File: src/rtl/usb_device_responder.sv
// usb_device_responder: device-side USB protocol responder answering host OUT/IN tokens
module usb_device_responder #(
    parameter logic [6:0] DEV_ADDR    = 7'd5,
    parameter int         TIMEOUT_CYC = 20,
    parameter int         MAX_RETRY   = 8
) (
    input  logic        clk,
    input  logic        rst_L,
    input  logic        rx_valid,
    input  logic [3:0]  rx_pid,
    input  logic [6:0]  rx_addr,
    input  logic [3:0]  rx_endp,
    input  logic [63:0] rx_data,
    input  logic        rx_corrupted,
    input  logic        tx_ready,
    output logic        pktready,
    output logic        pkttype,
    output logic [3:0]  pid_out,
    output logic [63:0] data_out,
    output logic        app_out_valid,
    output logic [3:0]  app_out_endp,
    output logic [63:0] app_out_data,
    input  logic        app_in_avail,
    input  logic [63:0] app_in_data,
    output logic        app_in_done,
    output logic        xact_err,
    output logic        idle
);
    localparam logic [3:0] PID_OUT  = 4'b0001;
    localparam logic [3:0] PID_IN   = 4'b1001;
    localparam logic [3:0] PID_DATA = 4'b0011;
    localparam logic [3:0] PID_ACK  = 4'b0010;
    localparam logic [3:0] PID_NAK  = 4'b1010;
    localparam int TW = $clog2(TIMEOUT_CYC + 1);
    localparam int RW = $clog2(MAX_RETRY + 1);

    typedef enum logic [1:0] {IDLE, OUT_WAIT, IN_WAIT, TX} state_t;

    state_t        state, state_n, ret_state, ret_n;
    logic [TW-1:0] timer, timer_n;
    logic [RW-1:0] retry, retry_n;
    logic [63:0]   payload, payload_n;
    logic [3:0]    endp, endp_n;
    logic          pktready_n, pkttype_n, app_out_valid_n, app_in_done_n, xact_err_n, idle_n;
    logic [3:0]    pid_n, app_out_endp_n;
    logic [63:0]   data_n, app_out_data_n;
    logic          tok, pkt_ok, timeout;

    assign tok     = rx_valid && !rx_corrupted && rx_addr == DEV_ADDR;
    assign pkt_ok  = rx_valid && !rx_corrupted;
    assign timeout = timer == TW'(TIMEOUT_CYC - 1);

    // next-state and next-output logic; every output is registered below
    always_comb begin
        state_n         = state;
        ret_n           = ret_state;
        timer_n         = timer;
        retry_n         = retry;
        payload_n       = payload;
        endp_n          = endp;
        pktready_n      = pktready;
        pkttype_n       = pkttype;
        pid_n           = pid_out;
        data_n          = data_out;
        app_out_valid_n = 1'b0;
        app_out_endp_n  = app_out_endp;
        app_out_data_n  = app_out_data;
        app_in_done_n   = 1'b0;
        xact_err_n      = 1'b0;
        case (state)
            IDLE: begin
                if (tok && rx_pid == PID_OUT) begin
                    endp_n  = rx_endp;
                    timer_n = '0;
                    state_n = OUT_WAIT;
                end else if (tok && rx_pid == PID_IN) begin
                    endp_n     = rx_endp;
                    state_n    = TX;
                    pktready_n = 1'b1;
                    if (app_in_avail) begin
                        payload_n = app_in_data;
                        retry_n   = RW'(1);
                        pkttype_n = 1'b1;
                        pid_n     = PID_DATA;
                        data_n    = app_in_data;
                        ret_n     = IN_WAIT;
                    end else begin
                        pkttype_n = 1'b0;
                        pid_n     = PID_NAK;
                        data_n    = '0;
                        ret_n     = IDLE;
                    end
                end
            end
            OUT_WAIT: begin
                if (rx_valid && rx_pid == PID_DATA) begin
                    state_n    = TX;
                    pktready_n = 1'b1;
                    pkttype_n  = 1'b0;
                    data_n     = '0;
                    pid_n      = rx_corrupted ? PID_NAK : PID_ACK;
                    ret_n      = rx_corrupted ? OUT_WAIT : IDLE;
                    if (!rx_corrupted) begin
                        app_out_valid_n = 1'b1;
                        app_out_endp_n  = endp;
                        app_out_data_n  = rx_data;
                    end
                end else if (timeout) begin
                    xact_err_n = 1'b1;
                    state_n    = IDLE;
                end else begin
                    timer_n = timer + TW'(1);
                end
            end
            IN_WAIT: begin
                if (pkt_ok && rx_pid == PID_ACK) begin
                    app_in_done_n = 1'b1;
                    state_n       = IDLE;
                end else if ((pkt_ok && rx_pid == PID_NAK) || timeout) begin
                    if (retry == RW'(MAX_RETRY)) begin
                        xact_err_n = 1'b1;
                        state_n    = IDLE;
                    end else begin
                        retry_n    = retry + RW'(1);
                        state_n    = TX;
                        pktready_n = 1'b1;
                        pkttype_n  = 1'b1;
                        pid_n      = PID_DATA;
                        data_n     = payload;
                        ret_n      = IN_WAIT;
                    end
                end else begin
                    timer_n = timer + TW'(1);
                end
            end
            TX: begin
                if (tx_ready) begin
                    state_n    = ret_state;
                    timer_n    = '0;
                    pktready_n = 1'b0;
                    pkttype_n  = 1'b0;
                    pid_n      = '0;
                    data_n     = '0;
                end
            end
            default: state_n = IDLE;
        endcase
        idle_n = state_n == IDLE;
    end

    // state and output registers; reset drops any pending response
    always_ff @(posedge clk or negedge rst_L) begin
        if (!rst_L) begin
            state         <= IDLE;
            ret_state     <= IDLE;
            timer         <= '0;
            retry         <= '0;
            payload       <= '0;
            endp          <= '0;
            pktready      <= 1'b0;
            pkttype       <= 1'b0;
            pid_out       <= '0;
            data_out      <= '0;
            app_out_valid <= 1'b0;
            app_out_endp  <= '0;
            app_out_data  <= '0;
            app_in_done   <= 1'b0;
            xact_err      <= 1'b0;
            idle          <= 1'b1;
        end else begin
            state         <= state_n;
            ret_state     <= ret_n;
            timer         <= timer_n;
            retry         <= retry_n;
            payload       <= payload_n;
            endp          <= endp_n;
            pktready      <= pktready_n;
            pkttype       <= pkttype_n;
            pid_out       <= pid_n;
            data_out      <= data_n;
            app_out_valid <= app_out_valid_n;
            app_out_endp  <= app_out_endp_n;
            app_out_data  <= app_out_data_n;
            app_in_done   <= app_in_done_n;
            xact_err      <= xact_err_n;
            idle          <= idle_n;
        end
    end
endmodule
File: config.mk
export PLATFORM = sky130hd
export DESIGN_NAME = usb_device_responder
export DESIGN_NICKNAME = d
export VERILOG_FILES = /design/src/rtl/usb_device_responder.sv
export SDC_FILE = /design/constraint.sdc
export NUM_CORES = 1
export LEC_CHECK = 0
export BUFFER_PORTS_ARGS = -buffer_cell sky130_fd_sc_hd__buf_2
export CORE_UTILIZATION = 45
export DETAILED_ROUTE_END_ITERATION = 10
export PLACE_DENSITY = 0.7
export SKIP_LAST_GASP = 1
export SYNTH_ARGS = -nofsm -noshare
export SYNTH_HDL_FRONTEND = slang
export SYNTH_SLANG_ARGS = --single-unit
File: constraint.sdc
create_clock -name clk -period 2.2 [get_ports clk]
set_input_delay 0.44 -clock clk [delete_from_list [all_inputs] [get_ports clk]]
set_output_delay 0.44 -clock clk [all_outputs]
set_load 0.02 [all_outputs]
After elaboration in Yosys (flattened, before gate mapping)
Cells that the tools add are included.
Operators by class
  eq/ne operators: 23
  muxes and demuxes: 77
  bitwise logic cells: 2
  add/sub/neg operators: 2
  reduce and logical (&&, ||, !) cells: 21
Operators by type and width (number)
  64-bit two-way mux: 8
  64-bit case mux with 4 select lines: 1
  4-bit two-way mux: 17
  2-bit two-way mux: 15
  5-bit two-way mux: 6
  2-bit inequality test, second input constant: 12
  1-bit two-way mux: 22
  7-bit AND reduction: 3
  5-bit case mux with 4 select lines: 1
  4-bit case mux with 4 select lines: 1
  4-bit equality test, second input constant: 3
  4-bit by 2-bit equality test with 1-bit output, second input constant: 2
  1-bit case mux with 4 select lines: 2
  2-bit case mux with 4 select lines: 1
  4-bit case mux with 2 select lines: 1
  7-bit by 3-bit equality test with 1-bit output, second input constant: 1
  1-bit logical AND: 7
  2-bit case mux with 3 select lines: 1
  6-bit AND reduction: 1
  5-bit by 1-bit adder with 5-bit output, second input constant: 1
  5-bit equality test, second input constant: 1
  4-bit by 1-bit adder with 4-bit output, second input constant: 1
  2-bit equality test, second input constant: 2
  4-bit by 1-bit equality test with 1-bit output, second input constant: 1
  11 further kinds: 14
Storage, ports and cells
  output and inout bits: 142
  bits of input ports: 149
  flip-flop bits (word level): 223
  word-level logic and storage cells: 141

Logic depth before layout (Yosys ltp)
  word-level depth: 8
  gate-level depth with buffers: 11
  depth with buffers taken out: 7

Least setup slack after synthesis
OpenSTA, ideal clock, no wires.
  path type: register to register
  start point: register state[1]
  end point: register payload[10]
  period minus slack after synthesis: 2.217 ns
  path buffers: 5
  setup slack: -0.017 ns
  data arrival time: 2.100 ns
  data required time: 2.083 ns
  library setup time: 0.117 ns
  stages on the path, launching flop included: 12
  cell sequence: dfrtp_1 -> inv_1 -> ha_1 -> clkbuf_1 -> and2_1 -> clkbuf_1 -> clkbuf_1 -> nand3_1 -> clkbuf_1 -> clkbuf_1 -> nand2_1 -> nand2_1
Between the ends
  longest elaborated chain between the ends: 2
Ends and longest elaborated chain
  start: declaration: RTL line 39  | state_t state, state_n, ret_state, ret_n;
  start signal: assignment: RTL line 171  | state <= state_n;
  2-bit zero test: RTL line 70  | case (state)
  4-bit AND reduction (no line)
  end signal: assignment: RTL line 175  | payload <= payload_n;
  end: declaration: RTL line 42  | logic [63:0] payload, payload_n;
Every way passes these cells.
A chain may end at the register's enable or synchronous reset.

Worst setup path after layout
  start point: register retry[0]
  end point: register data_out[47]
Between the ends
  longest elaborated chain between the ends: 3
Ends and longest elaborated chain
  start: declaration: RTL line 41  | logic [RW-1:0] retry, retry_n;
  start signal: assignment: RTL line 174  | retry <= retry_n;
  4-bit equality test: RTL line 120  | if (retry == RW'(MAX_RETRY)) begin
  2-bit inequality test (no line)
  7-bit AND reduction (no line)
  end signal: assignment: RTL line 180  | data_out <= data_n;
  end: declaration: RTL line 19  | output logic [63:0] data_out,
Every way passes these cells.

==> reports/qor.txt <==
Final hold slack -> 0.136 ns
Diodes inserted -> 0
Final setup fails -> 0
Slowest stage delay, CP -> 0.43 ns
Clk buf depth -> 3
Layout cells sized above 1 -> 0.474
CP startpoint kind -> register
Post-detail-place hpwl -> 15700 um
CP arrival -> 2.56 ns
Crit path capture type -> register
Clock latency on the worst-skew pair -> 0.51 ns
CP Buf/Inv Count -> 2
GPL Wtd Cong -> 0.895
Final ANT Viol Nets -> 0
Row count -> 53
RSZ-0062 raised after global routing -> true
Final Slew Violations -> 0
Via count -> 7079
Post-CTS Setup Bufs -> 0
Synthesized cell area -> 9620 um^2
Max cap viols -> 0
Post-synthesis async set-or-reset flop share -> 1.00
Clock-pin slew on the worst setup and hold paths -> 0.06 ns
Post-route setup slack -> 0.0326 ns
Net count after synthesis -> 947
Final period utilization -> 0.985
Vias per inst -> 5.09
Initial antenna violation count -> 0
Wire length per cell -> 16.3 um
CTS tree -> built
Ys Warns -> 0
Core box area -> 21000 um^2
Vias in the first global route -> 7082
Top-count cell post-synth -> dfrtp_1
Area contributors post-synth -> dfrtp_1 57%, mux2_2 12%, nand2_1 8.0%
WS Path Type -> register to register
Largest net degree at the start of global routing -> 58
Run status -> complete, no violations
Max IR drop VDD -> 0.697 mV
Post-synth top flop -> dfrtp_1
Clock skew -> 0.0153 ns
Syn Inst Count -> 790
Crit path max fanout -> 25
Delay-heaviest family, CP -> simple AND/OR/NAND/NOR gates
CP cell instances -> inv_1 -> ha_1 -> and3b_1 -> or4_4 -> nand3_2 -> nand3_4 -> buf_12 -> mux2_4
TritonCTS Buffers -> 25
Die H -> 148 um
Final Hold Viols -> 0
PortBufs -> 289
Final min period -> 2.17 ns
Placed cell count -> 1345
Top post-synthesis cells by count -> 219 x dfrtp_1, 204 x nand2_1, 102 x mux2_2
Dpl ws -> -0.121 ns
Cell Pwr Density -> 1280 nW/um^2
Worst Path Required -> 2.59 ns
Top cell type's share of synthesized area -> 0.570
Post-Route WL -> 22700 um
Area leader, netlist -> dfrtp_1
Slowest CP cell -> or4_4
Final Non-Filler Cells -> 1392
Die X -> 148 um
Die area -> 22000 um^2
Initial Utilization -> 0.459
Yosys cell types -> 50
Post-synthesis sequential area ratio -> 0.573
Hold Crit Class -> input pin to register
Total gr overflow -> 0
H-tree depth -> 1
Overall Global Routing Usage -> 0.207
Syn-to-layout area delta -> 30.6%
Avg Cell Area, Syn -> 12.2 um^2
Leak pwr -> 6.99 nW
DR pass1 iterations -> 4
# IOs -> 291
Clock Tree Root -> clkbuf_16
CTS sink count -> 220
Max frequency -> 0.461 GHz
First-pass GRT wire length -> 36500 um
Number of synthesized flops with an enable pin -> 0
Fin nets -> 1255
Drt drc -> 0
Starting DRT DRC Count -> 312
Yosys reg bits -> 220
==> stage by stage <==
stage | utilization | TNS (ns) | cell area, um^2 | total power [mW]
final | 0.600 | 0 | 12600 | 16.1
after global routing | 0.600 | -1.49 | 12600 | 16.9
after CTS | 0.599 | 0 | 12600 | 16.3
after detailed placement | 0.555 | -6.47 | 11600 | 11.7
after global placement | 0.555 | -3.07 | 11600 | 11.6
after floorplan | - | 0 | 9620 | 9.59
==> cells by family (layout without fill, tap and decap cells) <==
| family | Yosys count | in the layout | synth area share |
|---|---|---|---|
| multiplexers | 143 | 143 | 0.182 |
| AO/OA/AOI/OAI | 106 | 106 | 0.0887 |
| adder cells (fa/ha/maj) | 8 | 8 | 0.0104 |
| other | 1 | 1 | 0.000390 |
| buffers and inverters | 60 | 387 | 0.0302 |
| AND/OR/NAND/NOR | 252 | 252 | 0.115 |
| flip-flops | 220 | 220 | 0.573 |
==> tightest hold or removal path, stage by stage <==
cell and delay [ns]:
buf_2 0.09, nand2_1 0.04, nand2_1 0.05
==> area by class of cell <==
cell class,count,area [um^2]
multi-input combinational,510,3850
sequential,220,5510
timing repair buffer,333,1920
fill,1755,8390
inverter,8,30.0
clock buffer,33,706
clock inverter,13,208
tap,275,344
==> worst paths after layout <==
path | from | to | slack, ns | cells past startpoint
worst max-delay path | retry[0] | data_out[47] | 0.03 | 8
worst min-delay path | app_in_data[31] | payload[31] | 0.14 | 3
worst min register to register | payload[16] | payload[16] | 0.46 | 2
min in group asynchronous | rst_L | app_out_data[19] | 0.45 | 2
max in group asynchronous | rst_L | endp[2] | 1.04 | 3
worst max register to register | retry[0] | data_out[47] | 0.03 | 8
==> layer usage <==
layer	track usage	wire [um]	vias up
li1	-	-	3367
met1	0.279	10100	3464
met2	0.344	10900	216
met3	0.0383	1230	32
met4	0.0552	421	0
met5	0	0	-
==> layout by cell type, fill, tap and decap left out, drive strengths merged, types with 3 or more instances in the layout <==
master      n
a211o       3
a21oi       9
a22o       64
and3        4
and3b       3
buf       332
bufinv      5
clkbuf     33
clkinvlp    4
dfrtp     219
ha          8
inv        10
mux2      141
nand2     204
nand3       8
nand3b      4
nor2        8
nor2b       4
o211ai      5
o21ai      10
==> flip-flops by register name (all words and copies together), names as in the netlist <==
register       cells
app_out_data      64
data_out          64
payload           64
timer              5
app_out_endp       4
endp               4
retry              4
pid_out            3
ret_state          2
state              2
app_in_done        1
app_out_valid      1
idle               1
xact_err           1
==> power by group <==
part | switching, mW | internal (mW) | total [mW]
clock network | 1.66 | 2.85 | 4.51
registers | 0.529 | 4.99 | 5.52
logic | 3.27 | 2.79 | 6.06
==> timing repair <==
item / CTS / global route
endpoints found under the setup margin: 0 / 67
hold buffers: 1 / 0
hold endpoints to repair: 50 / 0
resized for setup: 0 / 1
Note: power is estimated with default switching activity, not from simulation.
